--- config.mk ---
export PLATFORM = sky130hd
export DESIGN_NAME = prog_inst_mem_flat
export DESIGN_NICKNAME = d
export VERILOG_FILES = /design/src/rtl/prog_inst_mem_pkg.sv /design/src/rtl/prog_inst_mem_if.sv /design/src/rtl/prog_inst_mem_array.sv /design/src/rtl/prog_inst_mem.sv /design/src/flat_wrapper.sv
export SDC_FILE = /design/constraint.sdc
export NUM_CORES = 1
export LEC_CHECK = 0
export CORE_MARGIN = 2
export CORE_UTILIZATION = 55
export CTS_CLUSTER_SIZE = 14
export DETAILED_ROUTE_END_ITERATION = 16
export PLACE_DENSITY = 0.75
export SLEW_MARGIN = 30
export SYNTH_ARGS = -nofsm -noshare
export SYNTH_HDL_FRONTEND = slang
export SYNTH_SLANG_ARGS = --single-unit
--- constraint.sdc ---
create_clock -name clk -period 1.93 [get_ports clk]
set_input_delay 0.2895 -clock clk [delete_from_list [all_inputs] [get_ports clk]]
set_output_delay 0.2895 -clock clk [all_outputs]
set_load 0.02 [all_outputs]
--- src/rtl/prog_inst_mem_pkg.sv ---
// Shared types and defaults for the runtime-loadable instruction memory.
package inst_mem_pkg;

  localparam int DATA_W_DEF = 13;
  localparam int ADDR_W_DEF = 5;

  localparam logic [DATA_W_DEF-1:0] NOP = '0;

  typedef enum logic [0:0] {
    ST_IDLE = 1'b0,
    ST_LOAD = 1'b1
  } state_e;

endpackage

--- src/rtl/prog_inst_mem_if.sv ---
// Fetch and program-load bus between the PC/boot host (master) and the memory (slave).
interface prog_inst_mem_if
  import inst_mem_pkg::*;
#(
  parameter int DATA_W = DATA_W_DEF,
  parameter int ADDR_W = ADDR_W_DEF
);

  logic              fetch_req;
  logic [ADDR_W-1:0] fetch_addr;
  logic              fetch_valid;
  logic [DATA_W-1:0] fetch_instr;
  logic              fetch_oob;

  logic              load_start;
  logic              load_valid;
  logic              load_last;
  logic [DATA_W-1:0] load_data;
  logic              load_ready;
  logic              load_done;
  logic              busy;
  logic [ADDR_W:0]   prog_len;

  modport master (
    output fetch_req, fetch_addr, load_start, load_valid, load_last, load_data,
    input  fetch_valid, fetch_instr, fetch_oob, load_ready, load_done, busy, prog_len
  );

  modport slave (
    input  fetch_req, fetch_addr, load_start, load_valid, load_last, load_data,
    output fetch_valid, fetch_instr, fetch_oob, load_ready, load_done, busy, prog_len
  );

endinterface

--- src/rtl/prog_inst_mem_array.sv ---
// Instruction storage: one synchronous write port, one registered read port, zero at power-up.
module inst_mem_array
  import inst_mem_pkg::*;
#(
  parameter int DATA_W = DATA_W_DEF,
  parameter int ADDR_W = ADDR_W_DEF
) (
  input  logic              clk,
  input  logic              rst,
  input  logic              we,
  input  logic [ADDR_W-1:0] waddr,
  input  logic [DATA_W-1:0] wdata,
  input  logic              re,
  input  logic [ADDR_W-1:0] raddr,
  output logic [DATA_W-1:0] rdata
);

  localparam int DEPTH = 2**ADDR_W;

  logic [DATA_W-1:0] mem [DEPTH] = '{default: '0};
  logic [DATA_W-1:0] rdata_q, rdata_d;

  // Read register only updates on a served fetch so the output holds between fetches.
  always_comb begin
    rdata_d = rdata_q;
    if (re) rdata_d = mem[raddr];
  end

  always_ff @(posedge clk) begin
    if (we) mem[waddr] <= wdata;
  end

  always_ff @(posedge clk) begin
    if (rst) rdata_q <= '0;
    else     rdata_q <= rdata_d;
  end

  assign rdata = rdata_q;

endmodule

--- src/rtl/prog_inst_mem.sv ---
// Runtime-loadable instruction memory: load FSM, program-length tracking and registered fetch port.
//   state   | meaning
//   ST_IDLE | fetches served, waiting for load_start
//   ST_LOAD | accepting program words, fetches dropped
module prog_inst_mem
  import inst_mem_pkg::*;
#(
  parameter int DATA_W = DATA_W_DEF,
  parameter int ADDR_W = ADDR_W_DEF
) (
  input  logic            clk,
  input  logic            rst,
  prog_inst_mem_if.slave  bus
);

  localparam int DEPTH = 2**ADDR_W;

  state_e            state_q, state_d;
  logic [ADDR_W-1:0] wr_ptr_q, wr_ptr_d;
  logic [ADDR_W:0]   prog_len_q, prog_len_d;
  logic              load_done_q, load_done_d;
  logic              fetch_valid_q, fetch_valid_d;
  logic              fetch_oob_q, fetch_oob_d;

  logic              mem_we, mem_re;
  logic [DATA_W-1:0] rd_data;

  always_comb begin
    state_d       = state_q;
    wr_ptr_d      = wr_ptr_q;
    prog_len_d    = prog_len_q;
    load_done_d   = 1'b0;
    fetch_valid_d = 1'b0;
    fetch_oob_d   = fetch_oob_q;
    mem_we        = 1'b0;
    mem_re        = 1'b0;
    case (state_q)
      ST_IDLE: begin
        if (bus.fetch_req) begin
          fetch_valid_d = 1'b1;
          fetch_oob_d   = ({1'b0, bus.fetch_addr} >= prog_len_q);
          mem_re        = 1'b1;
        end
        if (bus.load_start) begin
          state_d  = ST_LOAD;
          wr_ptr_d = '0;
        end
      end
      ST_LOAD: begin
        if (bus.load_valid) begin
          mem_we   = 1'b1;
          wr_ptr_d = wr_ptr_q + ADDR_W'(1);
          // The top word always ends the load, whether or not the host flagged it.
          if (bus.load_last || (wr_ptr_q == '1)) begin
            state_d     = ST_IDLE;
            prog_len_d  = {1'b0, wr_ptr_q} + (ADDR_W+1)'(1);
            load_done_d = 1'b1;
          end
        end
      end
      default: state_d = ST_IDLE;
    endcase
  end

  always_ff @(posedge clk) begin
    if (rst) begin
      state_q       <= ST_IDLE;
      wr_ptr_q      <= '0;
      prog_len_q    <= (ADDR_W+1)'(DEPTH);
      load_done_q   <= 1'b0;
      fetch_valid_q <= 1'b0;
      fetch_oob_q   <= 1'b0;
    end else begin
      state_q       <= state_d;
      wr_ptr_q      <= wr_ptr_d;
      prog_len_q    <= prog_len_d;
      load_done_q   <= load_done_d;
      fetch_valid_q <= fetch_valid_d;
      fetch_oob_q   <= fetch_oob_d;
    end
  end

  inst_mem_array #(
    .DATA_W (DATA_W),
    .ADDR_W (ADDR_W)
  ) u_array (
    .clk   (clk),
    .rst   (rst),
    .we    (mem_we && !rst),
    .waddr (wr_ptr_q),
    .wdata (bus.load_data),
    .re    (mem_re),
    .raddr (bus.fetch_addr),
    .rdata (rd_data)
  );

  assign bus.fetch_valid = fetch_valid_q;
  assign bus.fetch_oob   = fetch_oob_q;
  assign bus.fetch_instr = fetch_oob_q ? DATA_W'(NOP) : rd_data;
  assign bus.load_ready  = (state_q == ST_LOAD);
  assign bus.busy        = (state_q == ST_LOAD);
  assign bus.load_done   = load_done_q;
  assign bus.prog_len    = prog_len_q;

endmodule

--- src/flat_wrapper.sv ---
// flat-port wrapper written by rule: the top's interface ports become plain ports
module prog_inst_mem_flat import inst_mem_pkg::*;
#(
  parameter int DATA_W = DATA_W_DEF,
  parameter int ADDR_W = ADDR_W_DEF
)
  (clk, rst, bus_fetch_req, bus_fetch_addr, bus_load_start, bus_load_valid, bus_load_last, bus_load_data, bus_fetch_valid, bus_fetch_instr, bus_fetch_oob, bus_load_ready, bus_load_done, bus_busy, bus_prog_len);
  prog_inst_mem_if #(.DATA_W(DATA_W), .ADDR_W(ADDR_W)) bus_i ();
  input  logic clk;
  input  logic rst;
  input wire logic [$bits(bus_i.fetch_req)-1:0] bus_fetch_req;
  input wire logic [$bits(bus_i.fetch_addr)-1:0] bus_fetch_addr;
  input wire logic [$bits(bus_i.load_start)-1:0] bus_load_start;
  input wire logic [$bits(bus_i.load_valid)-1:0] bus_load_valid;
  input wire logic [$bits(bus_i.load_last)-1:0] bus_load_last;
  input wire logic [$bits(bus_i.load_data)-1:0] bus_load_data;
  output wire logic [$bits(bus_i.fetch_valid)-1:0] bus_fetch_valid;
  output wire logic [$bits(bus_i.fetch_instr)-1:0] bus_fetch_instr;
  output wire logic [$bits(bus_i.fetch_oob)-1:0] bus_fetch_oob;
  output wire logic [$bits(bus_i.load_ready)-1:0] bus_load_ready;
  output wire logic [$bits(bus_i.load_done)-1:0] bus_load_done;
  output wire logic [$bits(bus_i.busy)-1:0] bus_busy;
  output wire logic [$bits(bus_i.prog_len)-1:0] bus_prog_len;
  assign bus_i.fetch_req = bus_fetch_req;
  assign bus_i.fetch_addr = bus_fetch_addr;
  assign bus_i.load_start = bus_load_start;
  assign bus_i.load_valid = bus_load_valid;
  assign bus_i.load_last = bus_load_last;
  assign bus_i.load_data = bus_load_data;
  assign bus_fetch_valid = bus_i.fetch_valid;
  assign bus_fetch_instr = bus_i.fetch_instr;
  assign bus_fetch_oob = bus_i.fetch_oob;
  assign bus_load_ready = bus_i.load_ready;
  assign bus_load_done = bus_i.load_done;
  assign bus_busy = bus_i.busy;
  assign bus_prog_len = bus_i.prog_len;
  prog_inst_mem #(.DATA_W(DATA_W), .ADDR_W(ADDR_W)) u_core (.clk(clk), .rst(rst), .bus(bus_i));
endmodule
==> metrics.yaml <==
outcome: "finished clean"
cts_inserted_buffers: 45
slowest_stage: "clkdlybuf4s50_1"
slowest_delay_ns: 0.40
wl_per_cell_um: 25.6
portBuffers: 47
track_usage_pct: 26.1
rows: 65
end_kind: "flop"
critical_path_class: "in -> reg"
drc: 0
fill_cells: 2002
hp-start: "bus_fetch_req"
synthMostInstantiatedCell: "edfxtp_1"
cp.required_ns: 2.39
fin_crit_sh_pct: 96.3
hold_path_depth: 3
ys_seq_elements: 444
clockBufferDepth: 3
r2r_cells: 3
route.vias.total: 10300
synthTopCellsByArea: "edfxtp_1, mux2i_1, a22oi_1, dfxtp_1, a21oi_1"
synth_top_family_by_area: "multiplexers"
timing.rr.start: "u_core.wr_ptr_q[2]"
timing.max_cap.violations: 0
firstDrtPassIters: 7
reg2reg_slack_ns: 0.16
avgSynthCellArea_um2: 16.6
via_per_inst: 6.08
area_delta_synth_final_pct: 23.6
nNetsFinal: 1288
synth_cell_types: 32
worstPathArrival_ns: 2.32
pin_count: 48
max_freq_mhz: 538
clkSinkCount: 444
drive_gt1_share_pct: 21.1
critPathLaunch: "bus_fetch_addr[2]"
cts.htree.levels: 2
core_region_area_um2: 31600
root_buffer: "clkbuf_16"
antenna_left: 0
fin_tns_setup_ns: 0
synth_seq_area_share_pct: 74.1
synth_cells: 1064
synth.area.mux_share_pct: 11.9
yosysWarnings: 0
max-vdd-ir-drop_uv: 782
grt_pass1_vias: 10200
tritoncts: "yes"
dp_slack_ns: -0.578
grt_overflow: 0
relSlewSlack_pct: 68.4
synth_compound_area_share_pct: 6.63
leakagePower_nw: 7.79
die_h_um: 183
drtIter0Drc: 1297
wl_mm: 43.3
synthTopCellsByCount: "edfxtp_1, mux2i_1, a22oi_1"
antenna_found_initial: 0
cts.clk_slew.worst_paths_ns: 0.06
gp_congestion: 0.853
grt_max_degree: 33
synth_ff_type: "edfxtp_1"
fin_skew_ns: 0.0144
diodes: 0
postSynth.asyncResetShare_pct: 0
hold_end: "u_core.bus.fetch_valid"
hp-class: "in -> reg"
grt_pass1_wl_mm: 64.0
synthAdderAreaFrac_pct: 0.710
cp_max_fo: 26
hpwl_mm: 27.0
finalHoldViolations: 0
rsz0062_at_grt: "false"
clk_latency_ns: 0.54
maxSlewViolCount: 0
synthXorXnorAreaFrac_pct: 0.0994
setup_viol: 0
synth-simple-area-share_pct: 4.03
initial_utilization_pct: 55.8
fin_ws_ns: 0.0705
synth_area_um2: 17600
die_w_um: 183
p_per_area_nw_per_um2: 946
rr_endpoint: "u_core.u_array.mem[17][5]"
dieArea_um2: 33500
startpoint_type: "input port"
yosysTopAreaCellShare_pct: 70.9
cp_cell_sequence: "clkdlybuf4s50_1 > buf_4 > and2_4 > buf_12 > a22oi_1 > a21oi_1 > nor4_1 > nor2_1 > nor3_1"
synthesis.nets: 1098
synth_edf_count: 416
worstMarginPinSlew_ns: 0.474
synth_largest_area_cell: "edfxtp_1"
period_needed_ns: 1.86
power by group:
part           switching, mW  total, mW  internal [mW]  leakage, nW
clock                   3.48       8.68           5.21        0.718
combinational          0.774       1.32          0.545         3.10
sequential            0.0344       10.6           10.6         3.97
worst max-delay path by stage:
stage	end	slack, ns	depth (start not counted)
global route	u_core.u_array.rdata[1]	0.01	11
detailed placement	u_core.u_array.rdata[7]	-0.58	10
global placement	u_core.u_array.rdata[7]	-0.65	10
CTS	u_core.u_array.rdata[7]	0.02	10
floorplan	u_core.u_array.mem[31][0]	0.004	5
finish	u_core.u_array.rdata[2]	0.07	9
flip-flops by register name, indices dropped and copies added (netlist names):
register	count
u_core.bus.busy	1
u_core.bus.load_done	1
u_core.u_array.rdata	13
u_core.bus.fetch_oob	1
u_core.wr_ptr_q	5
u_core.bus.prog_len	6
u_core.u_array.mem	416
u_core.bus.fetch_valid	1
final cells by class:
type	instances	area (um^2)	area share, %
Clock inverter	21	267	1.22
Tap cell	402	503	2.31
Inverter	7	26.3	0.121
Sequential cell	444	13100	59.9
Timing Repair Buffer	205	2280	10.5
Multi-Input combinational cell	551	4440	20.4
Clock buffer	58	1210	5.54
stage by stage:
stage | power (mW) | util (%) | cell area (um^2) | hold WS [ns] | instances
4_1_cts | 20.7 | 68.9 | 21800 | 0.370 | 1688
3_5_place_dp | 12.1 | 64.3 | 20300 | 0.480 | 1609
6_report | 20.6 | 69.0 | 21800 | 0.383 | 1688
2_1_floorplan | 11.4 | - | 17900 | 0.388 | 1064
3_3_place_gp | 12.1 | 64.3 | 20300 | 0.481 | 1609
5_1_grt | 21.1 | 69.0 | 21800 | 0.423 | 1688
layer usage:
metal | wire [um] | up-vias | track usage, %
met1 | 17900 | 5140 | 37.3
li1 | - | 4548 | -
met5 | 0 | - | 0
met4 | 1400 | 0 | 8.70
met2 | 20600 | 487 | 41.5
met3 | 3320 | 93 | 4.03
placed cells by master (no fill, tap or decap), types with 2 or more instances in the layout:
cell and count:
clkinv_1 5, buf_4 107, mux2i_1 209, dlygate4sd2_1 16, bufinv_16 6, a22oi_1 106
nor2_4 34, o21ai_0 6, nor3_1 15, inv_1 7, a211oi_1 3, a21oi_1 61
nand2_4 4, clkbuf_1 11, clkinv_2 7, buf_12 51, xor2_1 2, clkdlybuf4s50_1 30
edfxtp_1 416, nor2b_4 2, nand2_1 11, nor4_2 3, nand2b_1 4, dfxtp_1 27
and3_1 2, nand3b_1 3, nor2b_1 15, ha_1 10, clkbuf_16 46, nor4_1 10
nor2_1 41, nand3_1 2
logic make-up (layout without fill, tap and decap cells):
group,after synthesis,after routing
muxes,209,209
AOI/OAI and AO/OA,178,178
xor gates and xnor gates,2,2
adders and majority gates,10,10
DFF,444,444
buffers and inverters,69,291
and+or+nand+nor,152,152
what timing repair did:
item | in CTS | in global routing
resized for setup | 18 | 5
setup buffers | 0 | 0
hold buffers | 0 | 0
pin swaps | 0 | 3
setup endpoints to repair | 17 | 7
worst max-delay path: cells and delay by family:
family	cells	cell delay [ns]
AND/OR/NAND/NOR	4	0.84
AO/OA/AOI/OAI	2	0.46
buffers and inverters	3	0.73
Power figures use the tool's default switching activity.
